`config.mk`:
```
export PLATFORM = sky130hd
export DESIGN_NAME = light_sequencer
export DESIGN_NICKNAME = d
export VERILOG_FILES = /design/src/rtl/light_sequencer.sv
export SDC_FILE = /design/constraint.sdc
export NUM_CORES = 1
export LEC_CHECK = 0
export ABC_AREA = 1
export BUFFER_PORTS_ARGS = -buffer_cell sky130_fd_sc_hd__buf_2
export CORE_MARGIN = 8
export CORE_UTILIZATION = 55
export DETAILED_ROUTE_END_ITERATION = 8
export PLACE_DENSITY_LB_ADDON = 0.12
export SLEW_MARGIN = 20
export SYNTH_ARGS = -nofsm -noshare
export SYNTH_HDL_FRONTEND = slang
export SYNTH_SLANG_ARGS = --single-unit
```
`constraint.sdc`:
```
create_clock -name clk_i -period 5.15 [get_ports clk_i]
set_input_delay 1.03 -clock clk_i [delete_from_list [all_inputs] [get_ports clk_i]]
set_output_delay 1.03 -clock clk_i [all_outputs]
set_load 0.05 [all_outputs]
```
`src/rtl/light_sequencer.sv`:
```
// light_sequencer
//   Drives the sel/button inputs of the downstream lights_selector block.
//   While idle, the manual requester owns the outputs (one-cycle registered
//   copy of man_sel_i/man_btn_i). An accepted start hands ownership to the
//   show engine, which holds sel high and emits one-cycle button pulses every
//   dwell cycles, for a given number of steps (0 = run until stopped).
//
//   State table
//   state | meaning
//   ------+-----------------------------------------------------------
//   IDLE  | manual owner, waiting for start (00)
//   RUN   | show engine owns sel/button, pulsing button each dwell (01)
//   DONE  | finite run finished, one-cycle done pulse (10)
//
// Ports
//   clk_i      system clock, rising edge
//   rst_i      synchronous active-high reset
//   start_i    single-cycle request to begin an automatic run
//   stop_i     single-cycle request to abort an automatic run
//   dwell_i    cycles per step (0 is treated as 1), sampled on start
//   steps_i    pulses per run, 0 = continuous, sampled on start
//   man_sel_i  manual sel request
//   man_btn_i  manual button request
//   sel_o      to lights_selector sel
//   button_o   to lights_selector button
//   busy_o     high while in RUN
//   done_o     one-cycle pulse when a finite run completes
//   state_o    FSM state encoding
module light_sequencer #(
    parameter int DW = 16,
    parameter int SW = 8
) (
    input  logic          clk_i,
    input  logic          rst_i,
    input  logic          start_i,
    input  logic          stop_i,
    input  logic [DW-1:0] dwell_i,
    input  logic [SW-1:0] steps_i,
    input  logic          man_sel_i,
    input  logic          man_btn_i,
    output logic          sel_o,
    output logic          button_o,
    output logic          busy_o,
    output logic          done_o,
    output logic [1:0]    state_o
);

    typedef enum logic [1:0] {
        S_IDLE = 2'b00,
        S_RUN  = 2'b01,
        S_DONE = 2'b10
    } state_e;

    state_e        state_q;
    logic          sel_q;
    logic          button_q;
    logic          busy_q;
    logic          done_q;
    logic [DW-1:0] dwell_r_q;
    logic [SW-1:0] steps_r_q;
    logic [DW-1:0] dcnt_q;
    logic [SW-1:0] scnt_q;

    logic [DW-1:0] dwell_eff;
    logic [DW-1:0] dcnt_d;
    logic          final_pulse;

    assign dwell_eff = (dwell_i == '0) ? DW'(1) : dwell_i;

    // dcnt_q counts edges since the last pulse (or since the accepting edge),
    // so the pulse is registered on the edge where the count reaches dwell.
    assign dcnt_d = dcnt_q + DW'(1);

    // The pulse currently on button_o is the last one of a finite run.
    assign final_pulse = (steps_r_q != '0) && button_q && (scnt_q == steps_r_q);

    always_ff @(posedge clk_i) begin
        if (rst_i) begin
            state_q   <= S_IDLE;
            sel_q     <= 1'b0;
            button_q  <= 1'b0;
            busy_q    <= 1'b0;
            done_q    <= 1'b0;
            dwell_r_q <= '0;
            steps_r_q <= '0;
            dcnt_q    <= '0;
            scnt_q    <= '0;
        end else begin
            done_q <= 1'b0;
            unique case (state_q)
                S_IDLE: begin
                    if (start_i && !stop_i) begin
                        state_q   <= S_RUN;
                        busy_q    <= 1'b1;
                        sel_q     <= 1'b1;
                        dwell_r_q <= dwell_eff;
                        steps_r_q <= steps_i;
                        // The accepting edge already counts as the first dwell
                        // cycle, so a dwell of 1 pulses immediately and keeps
                        // button high for the whole run.
                        if (dwell_eff == DW'(1)) begin
                            button_q <= 1'b1;
                            dcnt_q   <= '0;
                            scnt_q   <= SW'(1);
                        end else begin
                            button_q <= 1'b0;
                            dcnt_q   <= DW'(1);
                            scnt_q   <= '0;
                        end
                    end else begin
                        sel_q    <= man_sel_i;
                        button_q <= man_btn_i;
                    end
                end
                S_RUN: begin
                    if (stop_i) begin
                        state_q  <= S_IDLE;
                        busy_q   <= 1'b0;
                        sel_q    <= man_sel_i;
                        button_q <= 1'b0;
                        dcnt_q   <= '0;
                    end else if (final_pulse) begin
                        state_q  <= S_DONE;
                        busy_q   <= 1'b0;
                        done_q   <= 1'b1;
                        sel_q    <= 1'b0;
                        button_q <= 1'b0;
                        dcnt_q   <= '0;
                    end else if (dcnt_d == dwell_r_q) begin
                        button_q <= 1'b1;
                        dcnt_q   <= '0;
                        scnt_q   <= scnt_q + SW'(1);
                    end else begin
                        button_q <= 1'b0;
                        dcnt_q   <= dcnt_d;
                    end
                end
                S_DONE: begin
                    state_q  <= S_IDLE;
                    sel_q    <= 1'b0;
                    button_q <= 1'b0;
                end
                default: begin
                    state_q  <= S_IDLE;
                    busy_q   <= 1'b0;
                    sel_q    <= 1'b0;
                    button_q <= 1'b0;
                end
            endcase
        end
    end

    assign sel_o    = sel_q;
    assign button_o = button_q;
    assign busy_o   = busy_q;
    assign done_o   = done_q;
    assign state_o  = state_q;

endmodule

```
# After elaboration in Yosys (flattened, before gate mapping)
# Index checks and enable logic that the tools add are counted.
totals:
  input_bits: 30
  register_bits: 54
  output_inout_bits: 6
classes:
  addsub: 2
  eq_ne: 10
  muxes: 31
  bitwise: 2
  reduce_logical: 14
ops:
  columns: ["operator", "count"]
  rows:
  - ["$mux 16", 5]
  - ["$mux 8", 4]
  - ["$pmux 16 s2", 1]
  - ["$add 16x1->16 const B", 1]
  - ["$eq 16x1->1 const B", 1]
  - ["$eq 16x16->1", 1]
  - ["$logic_not 16->1", 1]
  - ["$pmux 8 s2", 1]
  - ["$mux 1", 13]
  - ["$add 8x1->8 const B", 1]
  - ["$eq 8x8->1", 1]
  - ["$ne 2x2->1 const B", 4]
  - ["$reduce_bool 8->1", 1]
  - ["$mux 2", 3]
  - ["$reduce_and 2->1", 3]
  - ["$reduce_and 5->1", 1]
  - ["$pmux 1 s2", 2]
  - ["$pmux 2 s2", 1]
  - ["$logic_and 1x1->1", 3]
  - ["$ne 3x3->1 const B", 1]
  - ["$pmux 1 s3", 1]
  - ["$reduce_and 3->1", 1]
  - ["$reduce_or 3->1", 1]
  - ["$eq 2x1->1 const B", 1]
  - ["5 further kinds", 6]

# Longest topological paths before layout
# Gate-level depths: netlist of the first run.
logic_depth:
  word_depth: 6
  ltp_mapped: 15
  ltp_nobuf: 14

# Worst setup path before layout of the first run
# No wires, ideal clock.
synth_path:
  kind: "in2reg"
  startpoint: "in stop_i"
  endpoint: "reg dwell_r_q[13]"
  setup_ns: 0.070
  t_arrival_ns: 2.122
  stages: 7
  setup_slack_ns: 2.957
  required_ns: 5.080
  cell_sequence: "inv_1 -> nand2_1 -> nor3_1 -> clkbuf_1 -> clkbuf_1 -> nand2_1 -> a21oi_1"
synth_between:
  elab_chain_len: 3
synth_lines:
  columns: ["element", "line_no", "rtl"]
  rows:
  - ["from (decl)", "36", "input logic stop_i,"]
  - ["$logic_not 1->1", "92", "if (start_i && !stop_i) begin"]
  - ["$logic_and 1x1->1", "92", null]
  - ["$reduce_and 2->1 (no line)", null, null]
  - ["to (signal assigned)", "96", "dwell_r_q <= dwell_eff;"]
  - ["to (decl)", "59", "logic [DW-1:0] dwell_r_q;"]
# Every way passes these cells.
# A chain may end at the register's enable or synchronous reset.

# Worst setup path in the final report of the first run
layout_path:
  startpoint: "in stop_i"
  endpoint: "reg scnt_q[4]"
layout_between:
  elab_chain_len: 4
layout_lines:
  columns: ["element", "line_no", "rtl"]
  rows:
  - ["$logic_not 1->1", "92", null]
  - ["$logic_and 1x1->1", "92", null]
  - ["$ne 2x2->1 (no line)", null, null]
  - ["$reduce_and 5->1 (no line) (*)", null, null]
  - ["to (signal assigned)", "132", "scnt_q <= scnt_q + SW'(1);"]
  - ["to (decl)", "62", "logic [SW-1:0] scnt_q;"]
# Every way passes the cells marked *; elsewhere a longest branch is shown, timed or not.

==> results.txt, run 1 <==
Run status = completed
Clock Path Buffers = 2
Maximum number of pins on one net before global-route repair = 34
Total power per unit cell area = 249 nW/um2
Cell Count, Final, Fillers Out = 604
Number of remaining DRC errors = 0
Final setup TNS = 0 ns
Vias = 3326
Worst vdd rail ir drop = 0.165 mV
Max-slew headroom at the worst pin = 34.0%
Endpoint class of the critical path = register
Number of cells on the critical path = 7
Routability cong. = 0.853
Max Clock Skew = 0.00807 ns
Width of the die = 92.3 um
CP cell instances = buf_2 -> inv_1 -> nand2_1 -> a21oi_2 -> nand4_4 -> a21oi_1 -> nor2_1
Antenna diode count = 0
Congestion Overflow GR = 0
Post-synthesis cell type count = 32
Mapped Nets = 537
Wire length of the first global-routing pass = 13700 um
Grt met1 use = 25.2%
Clock tree sinks = 54
Post CTS Setup Buffer Count = 0
Worst-case setup margin in the final layout = 2.50 ns
Type of the worst min-delay path = reg -> reg
Slack of the worst reg-to-reg path = 2.57 ns
Final hold violation count = 0
Capture point of the critical path = scnt_q[4]
Fraction of met2 tracks used by global routing = 31.4%
Required time reported for the critical path endpoint = 5.36 ns
Buf/Inv on CP = 2
Post-Place Cell Area = 3400 um2
Number of placement rows = 27
Most used routing layer in global routing = met2
Clock-pin slew of the registers on the worst-case setup and hold paths = 0.10 ns
Post-synthesis mux area share = 0%
Synthesized-area fraction occupied by adder cells = 0.782%
Final critical-path required period = 2.65 ns
Fin. max-slew vios = 0
Floorplan die area = 8520 um2
Least-Margin Pin Slew = 0.989 ns
Worst flop-to-flop path endpoint = scnt_q[4]
Area inside the core boundary = 5570 um2
Fraction of layout cells with a size suffix above 1 = 13.5%
Number of nets with antenna violations after routing = 0
Htree depth = 2
Fill cell total of the finished layout = 538
Worst r2r src = state_o[0]
Routed wire length = 7950 um
Hold Buf Count CTS = 0
Xor and xnor area share after synthesis = 1.09%
Worst setup path startpoint = stop_i
Fraction of synthesis flops using an asynchronous set or reset pin = 0%
Gate count after technology mapping = 505
Clock tree from TritonCTS = built
Commonest non-fill, non-tap cells in the layout = 140 x sky130_fd_sc_hd__nand2_1, 55 x sky130_fd_sc_hd__a21oi_1, 54 x sky130_fd_sc_hd__dfxtp_1, 49 x sky130_fd_sc_hd__inv_1
Critical path type = in -> reg
Cell family with most CP delay = compound AO/OA/AOI/OAI gates
Post-synthesis sequential area ratio = 33.8%
MaxCap Viol Count = 0
Met3 demand-to-capacity share in global routing = 3.26%
Num CTS Buffers = 5
Setup-violating endpoint count in the final report = 0
DIE HEIGHT = 92.3 um
Complex-gate fraction of the synthesized area = 15.1%
Share of the clock period used by the worst path = 51.5%
Number of global-route vias before repair = 3087
Cell with the largest stage delay on the worst path = sky130_fd_sc_hd__a21oi_2
Number of I/O port buffers = 35
Post-Synthesis Cell Area = 3200 um2
Leakage power = 1.43 nW
Post-Synth Simple-Gate Area = 40.5%
Post-CTS resize count = 0
Final #Nets = 563
Detailed Route Iter0 Violations = 159
Longest individual stage delay on the worst path = 0.75 ns
Count of flip-flops with a built-in enable after synthesis = 0
Number of synthesized register bits = 54
Finished Cell Area = 3510 um2
Total global routing track utilization = 19.0%
Starting density of the core = 57.4%
Leading cell type in the layout, fill and taps excluded = sky130_fd_sc_hd__nand2_1
Post-DP HPWL = 5810 um
Kind of launch point of the worst setup path = input port
Synth-to-layout area growth = 9.81%
Worst path arrival time = 2.86 ns
Wire per inst = 13.2 um
Cell count of the worst reg-to-reg path = 7
Top Ports = 36
Root Buffer Master = sky130_fd_sc_hd__clkbuf_8
Worst hold margin = 0.475 ns
Vias/cell = 5.51
Detailed Routing Iterations Pass 1 = 5
Unrepaired setup endpoints after global routing = no
Combinational family with the most area after synthesis = simple AND/OR/NAND/NOR gates
Number of placed instances with taps included = 596
Number of antenna violations at the first check in global routing = 0
Commonest register cell after synthesis = sky130_fd_sc_hd__dfxtp_1
Clock latency on the worst-skew pair = 0.31 ns
Yosys Warn Count = 0
Worst Path Max Fanout = 17
Post-placement setup slack = 2.28 ns
Average cell area after synthesis = 6.34 um2
Fmax = 377 MHz
==> worst min path at each step <==
stage | slack [ns] | endpoint | from | depth (start not counted)
floorplan | 0.44 | dwell_r_q[5] | dwell_r_q[5] | 2
global placement | 0.46 | busy_o | busy_o | 2
detailed placement | 0.46 | busy_o | busy_o | 2
CTS | 0.47 | busy_o | busy_o | 2
global route | 0.49 | busy_o | busy_o | 2
finish | 0.48 | sel_o | sel_o | 2
==> cell families after synthesis <==
group	after synthesis
fa+ha+maj	2
xor+xnor	4
buf+inv	69
flops	54
compound gates	89
simple gates	287
==> routing by layer <==
metal  vias to the layer above  routed length [um]
met5                         -                   0
met4                         0                  53
met3                         6                 376
met2                        91                3650
met1                      1515                3870
li1                       1714                   -
==> sequential cells by signal, summed over array words and instances (netlist names) <==
name / flops
steps_r_q: 8
scnt_q: 8
button_o: 1
dcnt_q: 16
done_o: 1
sel_o: 1
dwell_r_q: 16
state_o: 2
busy_o: 1
==> synthesized netlist by cell type, types with 2 or more instances <==
master / number / area, um2
sky130_fd_sc_hd__nor2_2: 5 / 31.3
sky130_fd_sc_hd__clkbuf_1: 15 / 56.3
sky130_fd_sc_hd__nor2_1: 48 / 180
sky130_fd_sc_hd__dfxtp_1: 54 / 1080
sky130_fd_sc_hd__nand3_2: 2 / 20.0
sky130_fd_sc_hd__a21oi_1: 55 / 275
sky130_fd_sc_hd__nand3b_1: 7 / 52.6
sky130_fd_sc_hd__nor2_4: 3 / 33.8
sky130_fd_sc_hd__nand4_1: 8 / 50.1
sky130_fd_sc_hd__nand3_1: 48 / 240
sky130_fd_sc_hd__nand2_1: 140 / 526
sky130_fd_sc_hd__a21oi_2: 6 / 52.6
sky130_fd_sc_hd__buf_6: 2 / 22.5
sky130_fd_sc_hd__nand2_2: 4 / 25.0
sky130_fd_sc_hd__o22ai_1: 2 / 12.5
sky130_fd_sc_hd__or2_2: 2 / 12.5
sky130_fd_sc_hd__inv_1: 49 / 184
sky130_fd_sc_hd__ha_1: 2 / 25.0
sky130_fd_sc_hd__nor3_1: 12 / 60.1
sky130_fd_sc_hd__o21ai_0: 22 / 110
sky130_fd_sc_hd__xor2_1: 3 / 26.3
sky130_fd_sc_hd__nor4_1: 6 / 37.5
==> layout make-up <==
class	instances	area, um2	share of cell area [%]
clock buffer	5	68.8	1.96
clock inverter	3	43.8	1.25
inverter	50	188	5.34
multi-input combinational	382	1850	52.5
sequential	54	1080	30.8
tap	72	90.1	2.56
timing repair buffer	38	198	5.62
==> worst min-delay path, stage by stage, from the launching register on <==
cell and delay, ns:
sky130_fd_sc_hd__dfxtp_1 0.33, sky130_fd_sc_hd__nand2_1 0.06, sky130_fd_sc_hd__a21oi_1 0.05
==> stage by stage <==
stage          power, W  util, %
2_1_floorplan  0.000553        -
3_3_place_gp   0.000589     61.0
3_5_place_dp   0.000592     61.0
4_1_cts        0.000877     63.1
5_1_grt        0.000912     63.1
6_report       0.000876     63.1
==> power breakdown <==
group          internal [W]  total (W)  switching [W]
combinational     0.0000458   0.000132      0.0000864
clock              0.000146   0.000292       0.000146
sequential         0.000436   0.000452      0.0000160
total              0.000628   0.000876       0.000249
(Power assumes the default switching activity.)
==> run 2, diff against run 1 <==
- CORE_UTILIZATION: 55 -> 53
- clock period: 5.15 -> 2.3 ns (I/O delays scaled with it)
==> run 2 against run 1 <==
  * Sequential share of layout area fell by 0.47 points
  * Cell count is 1.7% higher
  * Total power up 110%
  * Largest cell class unchanged
==> results.txt, run 2 (same netlist as run 1, synthesis figures left out) <==
Worst-case setup margin in the final layout = 0.183 ns
Routability cong. = 0.852
Leakage power = 1.46 nW
Endpoint class of the critical path = register
Clock latency on the worst-skew pair = 0.32 ns
Net Sw Power = 0.000559 W
Area inside the core boundary = 5890 um2
Commonest non-fill, non-tap cells in the layout = 139 x sky130_fd_sc_hd__nand2_1, 55 x sky130_fd_sc_hd__a21oi_1, 51 x sky130_fd_sc_hd__dfxtp_1, 49 x sky130_fd_sc_hd__inv_1, 48 x sky130_fd_sc_hd__nand3_1
Routed wire length = 8200 um
Detailed Routing Iterations Pass 1 = 4
Number of global-route vias before repair = 3087
Fraction of met2 tracks used by global routing = 34.0%
Antenna diode count = 0
Worst vdd rail ir drop = 0.321 mV
Cell count of the worst reg-to-reg path = 13
Max-slew headroom at the worst pin = 58.1%
Max Clock Skew = 0.00618 ns
Vias/cell = 5.31
Critical path type = reg -> reg
Wire per inst = 13.3 um
Clock tree from TritonCTS = built
Unrepaired setup endpoints after global routing = no
Kind of launch point of the worst setup path = register
Portion of total power attributed to sequential cells = 54.3%
Final setup TNS = 0 ns
Leading cell type in the layout, fill and taps excluded = sky130_fd_sc_hd__nand2_1
Met3 demand-to-capacity share in global routing = 3.68%
Internal Power = 0.00130 W
Run status = completed
Clock Path Buffers = 2
Worst Path Max Fanout = 17
Num CTS Buffers = 5
MaxCap Viol Count = 0
Width of the die = 93.7 um
Wire length of the first global-routing pass = 13900 um
Total power per unit cell area = 518 nW/um2
Share of the clock period used by the worst path = 92.0%
Number of I/O port buffers = 35
Starting density of the core = 54.4%
Slack of the worst reg-to-reg path = 0.18 ns
Worst hold margin = 0.367 ns
Combinational group share of total power = 16.7%
Total global routing track utilization = 19.4%
Number of placement rows = 28
Final hold violation count = 0
Fmax = 472 MHz
Fraction of layout cells with a size suffix above 1 = 15.8%
Sequential cell area = 1090 um2
Final Power = 0.00186 W
DIE HEIGHT = 93.7 um
Setup-violating endpoint count in the final report = 0
Type of the worst min-delay path = in -> reg
Switching part of the total = 30.0%
Vias = 3263
Clock-pin slew of the registers on the worst-case setup and hold paths = 0.10 ns
Final #Nets = 570
Post-DP HPWL = 6200 um
Grt met1 use = 22.5%
Top Ports = 36
Number of antenna violations at the first check in global routing = 0
Clock tree sinks = 54
Largest regs = dcnt_q (16), dwell_r_q (16)
Detailed Route Iter0 Violations = 152
Htree depth = 2
Number of nets with antenna violations after routing = 0
Maximum number of pins on one net before global-route repair = 33
Root Buffer Master = sky130_fd_sc_hd__clkbuf_8
Congestion Overflow GR = 0
Fill cell total of the finished layout = 591
Fin. max-slew vios = 0
Number of remaining DRC errors = 0
Multi-input combinational cell area = 1870 um2
Proportion of power drawn by the clock network = 29.0%
Required time reported for the critical path endpoint = 2.51 ns
Floorplan die area = 8780 um2
Least-Margin Pin Slew = 0.628 ns
Final critical-path required period = 2.12 ns
Hold Buf Count CTS = 0
Worst Hold Path Cells = 3
Worst path arrival time = 2.33 ns
Most used routing layer in global routing = met2
Synth-to-layout area growth = 12.2%
Post-placement setup slack = -0.0217 ns
-- run 2: cell count changes in the layout (fill, tap and decap cells not counted), sizes merged --
cell      previous run  this run
inv                 51        50
clkinvlp             0         1
bufinv               1         0
clkinv               1         2
buf                 38        45
-- run 2: cell type report --
class,count,share of cell area [%]
repair buffers,45,7.32
well taps,75,2.61
multi-input cells,382,52.0
flip-flops and latches,54,30.3
inverters,50,5.23
clock buffers,5,1.92
clock inverters,3,0.593
-- run 2: path summary, 6_finish.rpt --
| kind | start | to |
|---|---|---|
| worst max-delay path | dcnt_q[0] | scnt_q[7] |
| worst min-delay path | steps_i[6] | steps_r_q[6] |
| worst max register to register | dcnt_q[0] | scnt_q[7] |
| worst min register to register | busy_o | busy_o |
-- run 2: layer usage --
metal / up-vias / part of all wire, %
li1: 1720 / -
met1: 1474 / 44
met2: 51 / 50
met3: 18 / 3.4
met4: 0 / 2.5
met5: - / 0
-- run 2: worst max-delay path: stages, from the launching register on --
cell                      delay (ns)
sky130_fd_sc_hd__dfxtp_4        0.39
sky130_fd_sc_hd__ha_2           0.21
sky130_fd_sc_hd__nand2_2        0.10
sky130_fd_sc_hd__nor2_4         0.19
sky130_fd_sc_hd__nand3_1        0.12
sky130_fd_sc_hd__nand2_1        0.11
sky130_fd_sc_hd__nand2_1        0.06
sky130_fd_sc_hd__nand2_1        0.07
sky130_fd_sc_hd__nand3_1        0.11
sky130_fd_sc_hd__nor2_4         0.17
sky130_fd_sc_hd__nand4_4        0.10
sky130_fd_sc_hd__buf_12         0.18
sky130_fd_sc_hd__a21oi_1        0.15
sky130_fd_sc_hd__nor2_1         0.07
-- run 2: power groups by stage --
| stage | logic [W] | registers [W] | clock network (W) |
|---|---|---|---|
| 2_1_floorplan | 0.000202 | 0.00104 | 0 |
| 3_3_place_gp | 0.000299 | 0.00103 | 0 |
| 3_5_place_dp | 0.000304 | 0.00103 | 0 |
| 4_1_cts | 0.000306 | 0.00101 | 0.000555 |
| 5_1_grt | 0.000349 | 0.00102 | 0.000592 |
| 6_report | 0.000310 | 0.00101 | 0.000540 |
-- run 2: metrics by stage --
step           utilization (%)  cells  cell area (um2)
5_1_grt                   61.0    614             3590
6_report                  61.0    614             3590
4_1_cts                   60.5    614             3560
2_1_floorplan                -    505             3200
3_3_place_gp              58.6    605             3450
3_5_place_dp              58.6    605             3450
-- run 2: timing repair --
action,in CTS,in global routing
setup endpoints to repair,8,25
pin swaps,1,2
setup buffers,1,0
gates resized for setup,0,10
cloned,0,0
==> run 3, diff against run 2 <==
- CORE_UTILIZATION: 53 -> 55
- PLACE_DENSITY: unset -> 0.8
- PLACE_DENSITY_LB_ADDON: 0.12 -> unset
- clock period: 2.3 -> 2 ns (I/O delays scaled with it)
==> run 3 against run 2 <==
  * The flow now finishes with violations (negative setup slack)
  * Via count is 9.8% higher
  * First-iteration DRC count is 47% higher
  * Sequential power is 15% higher
  * Clock skew is 0.0061 ns higher
  * Largest power group unchanged
  * Register-to-register slack worse by 0.31 ns
  * Total power is 19% higher
  * Largest cell class unchanged
  * Cell count is 4.2% higher
  * Count of clock-buffer cells in the layout is 2 higher
==> results.txt, run 3 (same netlist as run 1, synthesis figures left out) <==
Final hold violation count = 0
Post-placement setup slack = -0.238 ns
Setup-violating endpoint count in the final report = 19
Share of the clock period used by the worst path = 106%
Unrepaired setup endpoints after global routing = yes
Area inside the core boundary = 5570 um2
Clock latency on the worst-skew pair = 0.32 ns
Failing checks = negative setup slack
Hold Buf Count CTS = 0
Cell count of the worst reg-to-reg path = 14
Final #Nets = 599
Wire per inst = 14.5 um
Routability cong. = 0.890
Worst setup path startpoint = dcnt_q[0]
Fmax = 470 MHz
Num CTS Buffers = 5
Number of placement rows = 27
Number of I/O port buffers = 35
Endpoint class of the critical path = register
Antenna diode count = 0
Met1 wire length = 3760 um
Clock tree from TritonCTS = built
Least-Margin Pin Slew = 0.621 ns
Post-DP HPWL = 6140 um
Routed wire length = 9270 um
Capture point of the critical path = scnt_q[2]
Worst-case setup margin in the final layout = -0.127 ns
Top Ports = 36
Run status = finished, violations left
Kind of launch point of the worst setup path = register
Number of antenna violations at the first check in global routing = 0
Final Power = 0.00222 W
Starting density of the core = 57.4%
Worst Path Max Fanout = 7
Clock tree sinks = 54
Worst path arrival time = 2.34 ns
Synth-to-layout area growth = 26.2%
Max-slew headroom at the worst pin = 58.6%
Required time reported for the critical path endpoint = 2.22 ns
Maximum number of pins on one net before global-route repair = 38
Max Clock Skew = 0.0123 ns
Vias = 3584
Total power per unit cell area = 549 nW/um2
Detailed Routing Iterations Pass 1 = 5
Routed length on met2 = 4850 um
Vias/cell = 5.60
DIE HEIGHT = 92.3 um
Largest regs = dcnt_q (16), dwell_r_q (16)
MaxCap Viol Count = 0
Congestion Overflow GR = 0
Top layer used by detailed routing = met4
Number of global-route vias before repair = 3294
Type of the worst min-delay path = in -> reg
Worst vdd rail ir drop = 0.428 mV
Floorplan die area = 8520 um2
Clock Path Buffers = 2
Worst r2r src = dcnt_q[0]
Wire length of the first global-routing pass = 14700 um
Leakage power = 1.69 nW
Fin. max-slew vios = 0
Width of the die = 92.3 um
Fraction of layout cells with a size suffix above 1 = 25.7%
Slack of the worst reg-to-reg path = -0.13 ns
Worst flop-to-flop path endpoint = scnt_q[2]
Root Buffer Master = sky130_fd_sc_hd__clkbuf_8
Origin of the worst min-delay path = steps_i[5]
Htree depth = 2
Critical path type = reg -> reg
Detailed Route Iter0 Violations = 223
Number of remaining DRC errors = 0
Clock-pin slew of the registers on the worst-case setup and hold paths = 0.10 ns
Number of nets with antenna violations after routing = 0
Met3 wire len = 431 um
Total global routing track utilization = 20.8%
Commonest non-fill, non-tap cells in the layout = 132 x sky130_fd_sc_hd__nand2_1, 53 x sky130_fd_sc_hd__a21oi_1, 49 x sky130_fd_sc_hd__inv_1, 49 x sky130_fd_sc_hd__dfxtp_1, 43 x sky130_fd_sc_hd__nor2_1
Leading cell type in the layout, fill and taps excluded = sky130_fd_sc_hd__nand2_1
Final critical-path required period = 2.13 ns
-- run 3: cell types whose count changed in the layout (fill, tap and decap cells not counted), sizes merged --
cell and change:
clkinvlp -1, clkbuf +3, clkinv -1, buf +28
-- run 3: metal layers --
layer / global-route usage [%] / vias up
met5: 0 / -
li1: - / 1783
met4: 7.11 / 0
met2: 38.1 / 101
met3: 3.91 / 22
met1: 23.3 / 1678
-- run 3: how the worst min path moves through the flow --
stage | to | depth (start not counted)
after floorplan | dwell_r_q[5] | 2
after global placement | busy_o | 2
after detailed placement | busy_o | 2
after CTS | steps_r_q[5] | 3
after global routing | steps_r_q[5] | 3
final | steps_r_q[5] | 3
-- run 3: cell type report --
type / instances / area, um2
Clock inverter: 1 / 5.00
Tap cell: 72 / 90.1
Fill cell: 435 / 1540
Sequential cell: 54 / 1090
Timing Repair Buffer: 74 / 529
Clock buffer: 7 / 86.3
Multi-Input combinational cell: 382 / 2050
Inverter: 50 / 188
-- run 3: metrics by stage --
stage	setup TNS, ns	util [%]	cells	hold WS (ns)	area (um2)
2_1_floorplan	0	-	505	0.444	3200
3_3_place_gp	-1.82	64.9	623	0.446	3620
3_5_place_dp	-3.58	64.9	623	0.451	3620
4_1_cts	-0.190	68.8	636	0.311	3840
5_1_grt	-4.03	72.5	640	0.314	4040
6_report	-1.01	72.5	640	0.311	4040
-- run 3: worst max-delay path: stages, from the launching register on --
cell and delay, ns:
sky130_fd_sc_hd__dfxtp_4 0.38, sky130_fd_sc_hd__ha_4 0.16, sky130_fd_sc_hd__nand2_4 0.07, sky130_fd_sc_hd__nor2_4 0.20, sky130_fd_sc_hd__buf_6 0.13, sky130_fd_sc_hd__nand3_2 0.08
sky130_fd_sc_hd__nand2_1 0.09, sky130_fd_sc_hd__nand2_1 0.05, sky130_fd_sc_hd__nand2_1 0.07, sky130_fd_sc_hd__nand3_2 0.09, sky130_fd_sc_hd__nor2_4 0.16, sky130_fd_sc_hd__nand4_4 0.16
sky130_fd_sc_hd__clkbuf_16 0.20, sky130_fd_sc_hd__a21oi_2 0.13, sky130_fd_sc_hd__nor2_1 0.06
-- run 3: report_power, final --
part	switching (W)	internal, W
sequential	0.0000405	0.00112
combinational	0.000249	0.000152
clock	0.000374	0.000281
-- run 3: repair_timing --
action	4_1_cts	5_1_grt
buffers inserted	5	3
pin swaps	6	27
resized for setup	19	38
gates cloned	0	1
endpoints found under the setup margin	25	25
hold endpoints to repair	0	0
